File: src/rtl/mem_arbiter.sv
// Arbitrates one single-port memory between an instruction-fetch port and a data port.
// Optional address-window checking is enabled by defining MEM_ARB_BOUNDS_CHECK_EN.
module mem_arbiter #(
  parameter int unsigned STARVE_LIMIT = 4,
  parameter logic [31:0] TEXT_LO      = 32'h0000_0000,
  parameter logic [31:0] TEXT_HI      = 32'h0000_0FFC,
  parameter logic [31:0] STACK_LO     = 32'h0000_1000,
  parameter logic [31:0] STACK_HI     = 32'h0000_1FFC
) (
  input  logic        clk,
  input  logic        rst,
  input  logic        if_req,
  input  logic [31:0] if_addr,
  output logic        if_ready,
  output logic [31:0] if_rdata,
  output logic        if_stall,
  input  logic        d_req,
  input  logic        d_we,
  input  logic [31:0] d_addr,
  input  logic [31:0] d_wdata,
  output logic        d_ready,
  output logic [31:0] d_rdata,
  output logic        d_stall,
  output logic        mem_en,
  output logic        mem_we,
  output logic [31:0] mem_addr,
  output logic [31:0] mem_wdata,
  input  logic [31:0] mem_rdata,
  output logic        err
);

  typedef enum logic [1:0] {IDLE, IF_WAIT, D_WAIT} state_t;

  localparam int CW = $clog2(STARVE_LIMIT + 1);
  localparam logic [CW-1:0] LIMIT = CW'(STARVE_LIMIT);

  state_t        state, state_nxt;
  logic [CW-1:0] starve_cnt;
  logic          grant_if, grant_d;
  logic          if_bad, d_bad;
  logic          cur_we_q, cur_bad_q;
  logic [31:0]   if_rdata_q, d_rdata_q;
  logic [31:0]   resp_data;
  logic          unused_addr_lsbs;

  assign unused_addr_lsbs = ^{if_addr[1:0], d_addr[1:0]};

`ifdef MEM_ARB_BOUNDS_CHECK_EN
  logic [31:0] if_addr_w, d_addr_w;
  assign if_addr_w = {if_addr[31:2], 2'b00};
  assign d_addr_w  = {d_addr[31:2], 2'b00};
  // Unsigned offset compare gives an inclusive window test without constant-folded bounds.
  assign if_bad = (if_addr_w - TEXT_LO) > (TEXT_HI - TEXT_LO);
  assign d_bad  = (d_addr_w - STACK_LO) > (STACK_HI - STACK_LO);
`else
  logic unused_bounds;
  assign unused_bounds = ^{TEXT_LO, TEXT_HI, STACK_LO, STACK_HI};
  assign if_bad = 1'b0;
  assign d_bad  = 1'b0;
`endif

  // NOTE: every signal assigned in always_comb gets a default first, so no latch is inferred.
  always_comb begin
    grant_if = 1'b0;
    grant_d  = 1'b0;
    if (state == IDLE && !rst) begin
      if (if_req && d_req) begin
        if (starve_cnt == LIMIT) grant_if = 1'b1;
        else                     grant_d  = 1'b1;
      end else begin
        grant_if = if_req;
        grant_d  = d_req;
      end
    end
  end

  always_comb begin
    state_nxt = state;
    unique case (state)
      IDLE: begin
        if (grant_if)     state_nxt = IF_WAIT;
        else if (grant_d) state_nxt = D_WAIT;
      end
      IF_WAIT, D_WAIT: state_nxt = IDLE;
      default:         state_nxt = IDLE;
    endcase
  end

  // Writes and rejected accesses return zero instead of memory data.
  assign resp_data = (cur_we_q || cur_bad_q) ? 32'h0 : mem_rdata;

  // NOTE: sequential state uses non-blocking assignments so all flops update together.
  always_ff @(posedge clk) begin
    if (rst) begin
      state      <= IDLE;
      starve_cnt <= '0;
      cur_we_q   <= 1'b0;
      cur_bad_q  <= 1'b0;
      if_rdata_q <= 32'h0;
      d_rdata_q  <= 32'h0;
    end else begin
      state <= state_nxt;
      if (grant_if) begin
        starve_cnt <= '0;
        cur_we_q   <= 1'b0;
        cur_bad_q  <= if_bad;
      end else if (grant_d) begin
        if (if_req && starve_cnt != LIMIT) starve_cnt <= starve_cnt + CW'(1);
        cur_we_q  <= d_we;
        cur_bad_q <= d_bad;
      end
      if (state == IF_WAIT) if_rdata_q <= resp_data;
      if (state == D_WAIT)  d_rdata_q  <= resp_data;
    end
  end

  always_comb begin
    mem_en    = 1'b0;
    mem_we    = 1'b0;
    mem_addr  = 32'h0;
    mem_wdata = 32'h0;
    if_ready  = 1'b0;
    d_ready   = 1'b0;
    err       = 1'b0;
    if_rdata  = if_rdata_q;
    d_rdata   = d_rdata_q;
    if (!rst) begin
      unique case (state)
        IDLE: begin
          if (grant_if) begin
            mem_en   = !if_bad;
            mem_addr = {2'b00, if_addr[31:2]};
          end else if (grant_d) begin
            mem_en    = !d_bad;
            mem_we    = d_we && !d_bad;
            mem_addr  = {2'b00, d_addr[31:2]};
            mem_wdata = d_wdata;
          end
        end
        IF_WAIT: begin
          if_ready = 1'b1;
          if_rdata = resp_data;
          err      = cur_bad_q;
        end
        D_WAIT: begin
          d_ready = 1'b1;
          d_rdata = resp_data;
          err     = cur_bad_q;
        end
        default: ;
      endcase
    end
  end

  assign if_stall = if_req && !if_ready;
  assign d_stall  = d_req && !d_ready;

endmodule

File: config.mk
export PLATFORM = sky130hd
export DESIGN_NAME = mem_arbiter
export DESIGN_NICKNAME = d
export VERILOG_FILES = /design/src/rtl/mem_arbiter.sv
export SDC_FILE = /design/constraint.sdc
export NUM_CORES = 1
export LEC_CHECK = 0
export BUFFER_PORTS_ARGS = -buffer_cell sky130_fd_sc_hd__buf_2
export CAP_MARGIN = 20
export CORE_ASPECT_RATIO = 0.6
export CORE_UTILIZATION = 44
export CTS_CLUSTER_DIAMETER = 150
export DETAILED_ROUTE_END_ITERATION = 6
export GPL_ROUTABILITY_DRIVEN = 0
export PLACE_DENSITY = 0.86
export SETUP_SLACK_MARGIN = 0.2
export SKIP_CTS_REPAIR_TIMING = 1
export SLEW_MARGIN = 20
export SYNTH_ARGS = -nofsm -noshare
export SYNTH_HDL_FRONTEND = slang
export SYNTH_SLANG_ARGS = --single-unit
File: constraint.sdc
create_clock -name clk -period 2 [get_ports clk]
set_clock_uncertainty 0.2 [all_clocks]
set_input_delay 0.1 -clock clk [delete_from_list [all_inputs] [get_ports clk]]
set_output_delay 0.1 -clock clk [all_outputs]
set_load 0.01 [all_outputs]
# ---- Word-level counts from Yosys, hierarchy flattened
# Index checks and enable logic that the tools add are counted.
dict set report word_totals {
  ff_bits 70
  out_inout_bits 135
  elab_cells 59
}
dict set report op_classes {
  addsub 1
  n_eq_ne 4
  n_mux 33
  bitwise_logic 1
  reduce_logical 14
}
# operator count
set op_table {}
lappend op_table {{32-bit two-way mux} 9}
lappend op_table {{30-bit two-way mux} 4}
lappend op_table {{1-bit two-way mux} 20}
lappend op_table {{1-bit logical AND} 5}
lappend op_table {{2-bit OR reduction} 2}
lappend op_table {{3-bit by 1-bit adder with 3-bit output (second input constant)} 1}
lappend op_table {{3-bit == test (second input constant)} 1}
lappend op_table {{1-bit zero test} 3}
lappend op_table {{3-bit != test (second input constant)} 1}
lappend op_table {{3-bit OR reduction} 1}
lappend op_table {{2-bit by 1-bit == test with 1-bit output (second input constant)} 1}
lappend op_table {{2-bit == test (second input constant)} 1}
lappend op_table {{2-bit zero test} 1}
lappend op_table {{2-bit AND reduction} 1}
lappend op_table {{2-bit nonzero test} 1}
lappend op_table {{1-bit inverter} 1}

# ---- Longest topological paths before layout
dict set report logic_depth {
  ltp_word 8
  mapped_depth 6
}

# ---- Worst setup path after synthesis
# Ideal clock, no wire load.
dict set report synth_timing {
  path_kind {reg2out}
  startpoint {reg state[0]}
  endpoint {out if_rdata[10]}
  t_arrival_ns 1.477
  t_required_ns 1.700
  path_slack_ns 0.223
  path_stages_with_launch 5
  n_path_buf 2
  cell_sequence {dfxtp_1 -> or3b_2 -> buf_2 -> buf_2 -> o21ai_0}
}
dict set report synth_between {
  elab_chain_len 3
}
# item line
set synth_lines {}
lappend synth_lines {{start, declared} 37} ;# state_t state, state_nxt;
lappend synth_lines {{start signal, assigned} 102} ;# state <= state_nxt;
lappend synth_lines {{2-bit by 1-bit == test with 1-bit output} 128} ;# unique case (state)
lappend synth_lines {{32-bit two-way mux} 128}
lappend synth_lines {{32-bit two-way mux} 127} ;# if (!rst) begin
lappend synth_lines {{end, declared} 15} ;# output logic [31:0] if_rdata,
# No other way between the ends.

# ---- Worst setup path in the final report
dict set report layout_timing {
  startpoint {reg state[0]}
  endpoint {out mem_wdata[24]}
}
dict set report layout_between {
  elab_chain_len 7
  elab_cells_between_ends 8
}
# item line
set layout_lines {}
lappend layout_lines {{2-bit zero test (*)} {66, 128}}
lappend layout_lines {{1-bit logical AND} 66} ;# if (state == IDLE && !rst) begin
lappend layout_lines {{1-bit two-way mux} 66}
lappend layout_lines {{32-bit two-way mux} 133} ;# end else if (grant_d) begin
lappend layout_lines {{32-bit two-way mux} 130} ;# if (grant_if) begin
lappend layout_lines {{32-bit two-way mux (*)} 128}
lappend layout_lines {{32-bit two-way mux (*)} 127}
lappend layout_lines {{end, declared} 27} ;# output logic [31:0] mem_wdata,
# Every way passes the cells marked *; elsewhere a longest branch is shown, timed or not.

==> flow_metrics.py <==
metrics = {
    "status": {
        "status": "finished with violations",
        "violations": "hold timing, setup timing",
    },
    "sta": {
        "rsz0062_at_grt": "true",
        "max_freq_mhz": 453,
        "setup_viol": 123,
        "finalHoldViolations": 5,
        "whs_ps": -154,
        "fin_crit_ps": 2210,
        "setup_slack_ps": -208,
        "drv_slew": 0,
        "min_period_over_period": 1.10,
    },
    "routing": {
        "wl_per_cell_um": 20.4,
        "detail_route.vias_per_cell": 5.71,
        "drtPass1Iterations": 5,
        "ant_nets": 0,
        "drt_iter0_drc": 851,
        "vias": 6339,
        "drc": 0,
        "routed_wl_mm": 22.6,
    },
    "synth": {
        "synth.avg_cell_area_um2": 6.38,
        "synth_area_leaders": "dfxtp_1, nand2_1, a21oi_1",
        "syn_area_mm2": 0.00436,
        "synth_seq_cells": 70,
        "postSynthCellCount": 683,
        "synth_top_cell_by_area": "dfxtp_1",
        "ys_seq_area_frac": 0.322,
        "synth_top_area_frac": 0.322,
        "synth_cell_types": 27,
        "ys_warn_count": 0,
    },
    "clocking": {
        "cts_buffers": 9,
        "htree_num_levels": 3,
        "cts_buffer_depth": 2,
        "clk_latency_ps": 330,
        "numClockSinks": 70,
        "cts-root-buf": "clkbuf_16",
        "path_clk_slew_ps": 60,
        "cts_tree": "yes",
    },
    "floorplanning": {
        "initial_core_util": 0.464,
        "core_area_mm2": 0.00939,
        "die_area_mm2": 0.0103,
        "die_x_um": 130,
        "pin_count": 268,
        "die_y_um": 79.1,
        "rows": 27,
    },
    "finish": {
        "final_common_cell": "buf_2",
        "fin_cells": 1110,
        "layout-drive-gt1-share": 0.444,
        "fillers": 623,
        "final_nets": 1109,
        "most-common-layout-cells": "buf_2, nand2_1, a21oi_1, dfxtp_1, buf_6",
        "area_growth_syn_to_layout_pct": 73.9,
    },
    "critical_path": {
        "path_cells": "or3_4 > nor3b_4 > buf_6 > buf_8 > and2_1 > buf_2",
        "start_kind": "flip-flop",
        "cp.required_ps": 1700,
        "regToRegStartpoint": "state[0]$_SDFFE_PP0P_",
        "cp_slowest_cell": "or3_4",
        "cp-startpoint": "state[0]$_SDFFE_PP0P_",
        "crit_fanout": 11,
        "arrival_ps": 1910,
        "cpPeakStageDelay_ps": 400,
        "ff2ff_setup_slack_ps": 200,
        "crit_type": "flip-flop to primary output",
        "end_kind": "primary output",
    },
    "placement": {
        "place_ws_ps": 116,
        "dpl.hpwl_mm": 12.9,
        "port_buffers": 260,
        "dp_cells": 1036,
    },
    "worst_hold_path": {
        "hold_class": "input port to flip-flop",
        "min-delay-start": "rst",
    },
    "pwr": {
        "combPwrFrac": 0.274,
        "swShare": 0.304,
        "powerDensity_mw_per_mm2": 584,
        "clock_power_share": 0.391,
        "intPower_mw": 3.08,
        "ir_worst_vdd_v": 0.000516,
        "fin_total_pwr_mw": 4.43,
        "power.leakage_nw": 3.46,
        "p_sw_mw": 1.35,
        "p_seq_frac": 0.335,
    },
    "grt": {
        "grtUsageTotal": 0.319,
        "grt_pass1_wl_mm": 24.5,
        "antenna_found_initial": 0,
        "overflow": 0,
        "grt_start_max_net_pins": 66,
        "grt_pass1_vias": 4625,
    },
    "run": {
        "maxCapViolations": 0,
    },
}
worst max-delay path: cells and delay by family (launching register included):
family | cells | cell delay, ps
simple gates | 3 | 800
buf+inv | 3 | 430
flops | 1 | 340
metal layers:
metal  up-vias  wire, um  GRT usage
met5         -         0          0
li1       2831         -          -
met3       108      3010      0.122
met2       504     10200      0.468
met4         0       865     0.0943
met1      2896      8520      0.428
cells by family (layout without fill, tap and decap cells):
group,after synthesis,count (layout),share of synthesized area
buffers and inverters,74,368,0.0735
AND/OR/NAND/NOR,372,372,0.407
other,1,4,0.000861
adder cells (fa/ha/maj),2,2,0.00574
flip-flops,70,70,0.322
AO/OA/AOI/OAI,164,164,0.192
final cells by class:
cell class,count,area [um2],area share
inverter,7,26.3,0.00347
sequential,70,1410,0.186
timing repair buffer,345,2530,0.334
tap,130,163,0.0215
multi-input combinational,541,3120,0.412
antenna,1,2.50,0.000330
clock buffer,9,225,0.0297
clock inverter,7,97.6,0.0129
final timing paths:
path	end	depth (start not counted)
setup / recovery	mem_wdata[24]	6
hold / removal	starve_cnt[1]$_SDFFE_PP0P_	2
setup reg to reg	starve_cnt[0]$_SDFFE_PP0P_	5
hold reg to reg	d_rdata_q[14]$_SDFF_PP0_	2
Yosys cell counts:
cell and n:
nor3_1 1, buf_4 3, a31o_2 1, nand3_1 61
or3b_2 2, buf_1 5, or3_1 3, buf_2 7
clkbuf_1 49, or4b_1 1, o21ai_0 64, nand3b_1 1
buf_6 3, nand2b_1 34, inv_1 7, nor2b_1 34
nor2_1 5, dfxtp_1 70, a21bo_1 1, nor3b_4 1
ha_1 2, nand2_1 195, a21oi_1 96, and2_1 34
o22ai_1 1, conb_1 1, a32o_1 1
state kept, by name, indices dropped and copies added (netlist names):
register    cells
state           2
starve_cnt      3
d_rdata_q      32
if_rdata_q     32
cur_we_q        1
power by group through the flow:
stage / registers [mW] / clock network (mW) / logic (mW)
2_1_floorplan: 1.50 / 0 / 0.469
3_3_place_gp: 1.50 / 0 / 0.857
3_5_place_dp: 1.51 / 0 / 0.865
4_1_cts: 1.48 / 1.73 / 0.868
5_1_grt: 1.49 / 1.81 / 1.27
6_report: 1.48 / 1.73 / 1.21
per-stage QoR:
step                      setup TNS, ps  area [um2]   util  hold slack [ps]
after floorplan                       0        4370      -             25.8
after global placement                0        5800  0.618              177
after detailed placement              0        5800  0.618              188
after CTS                        -16090        6120  0.652             -149
after global routing             -15330        7580  0.807             -161
final                            -10020        7580  0.807             -154
Note: power is estimated with default switching activity, not from simulation.
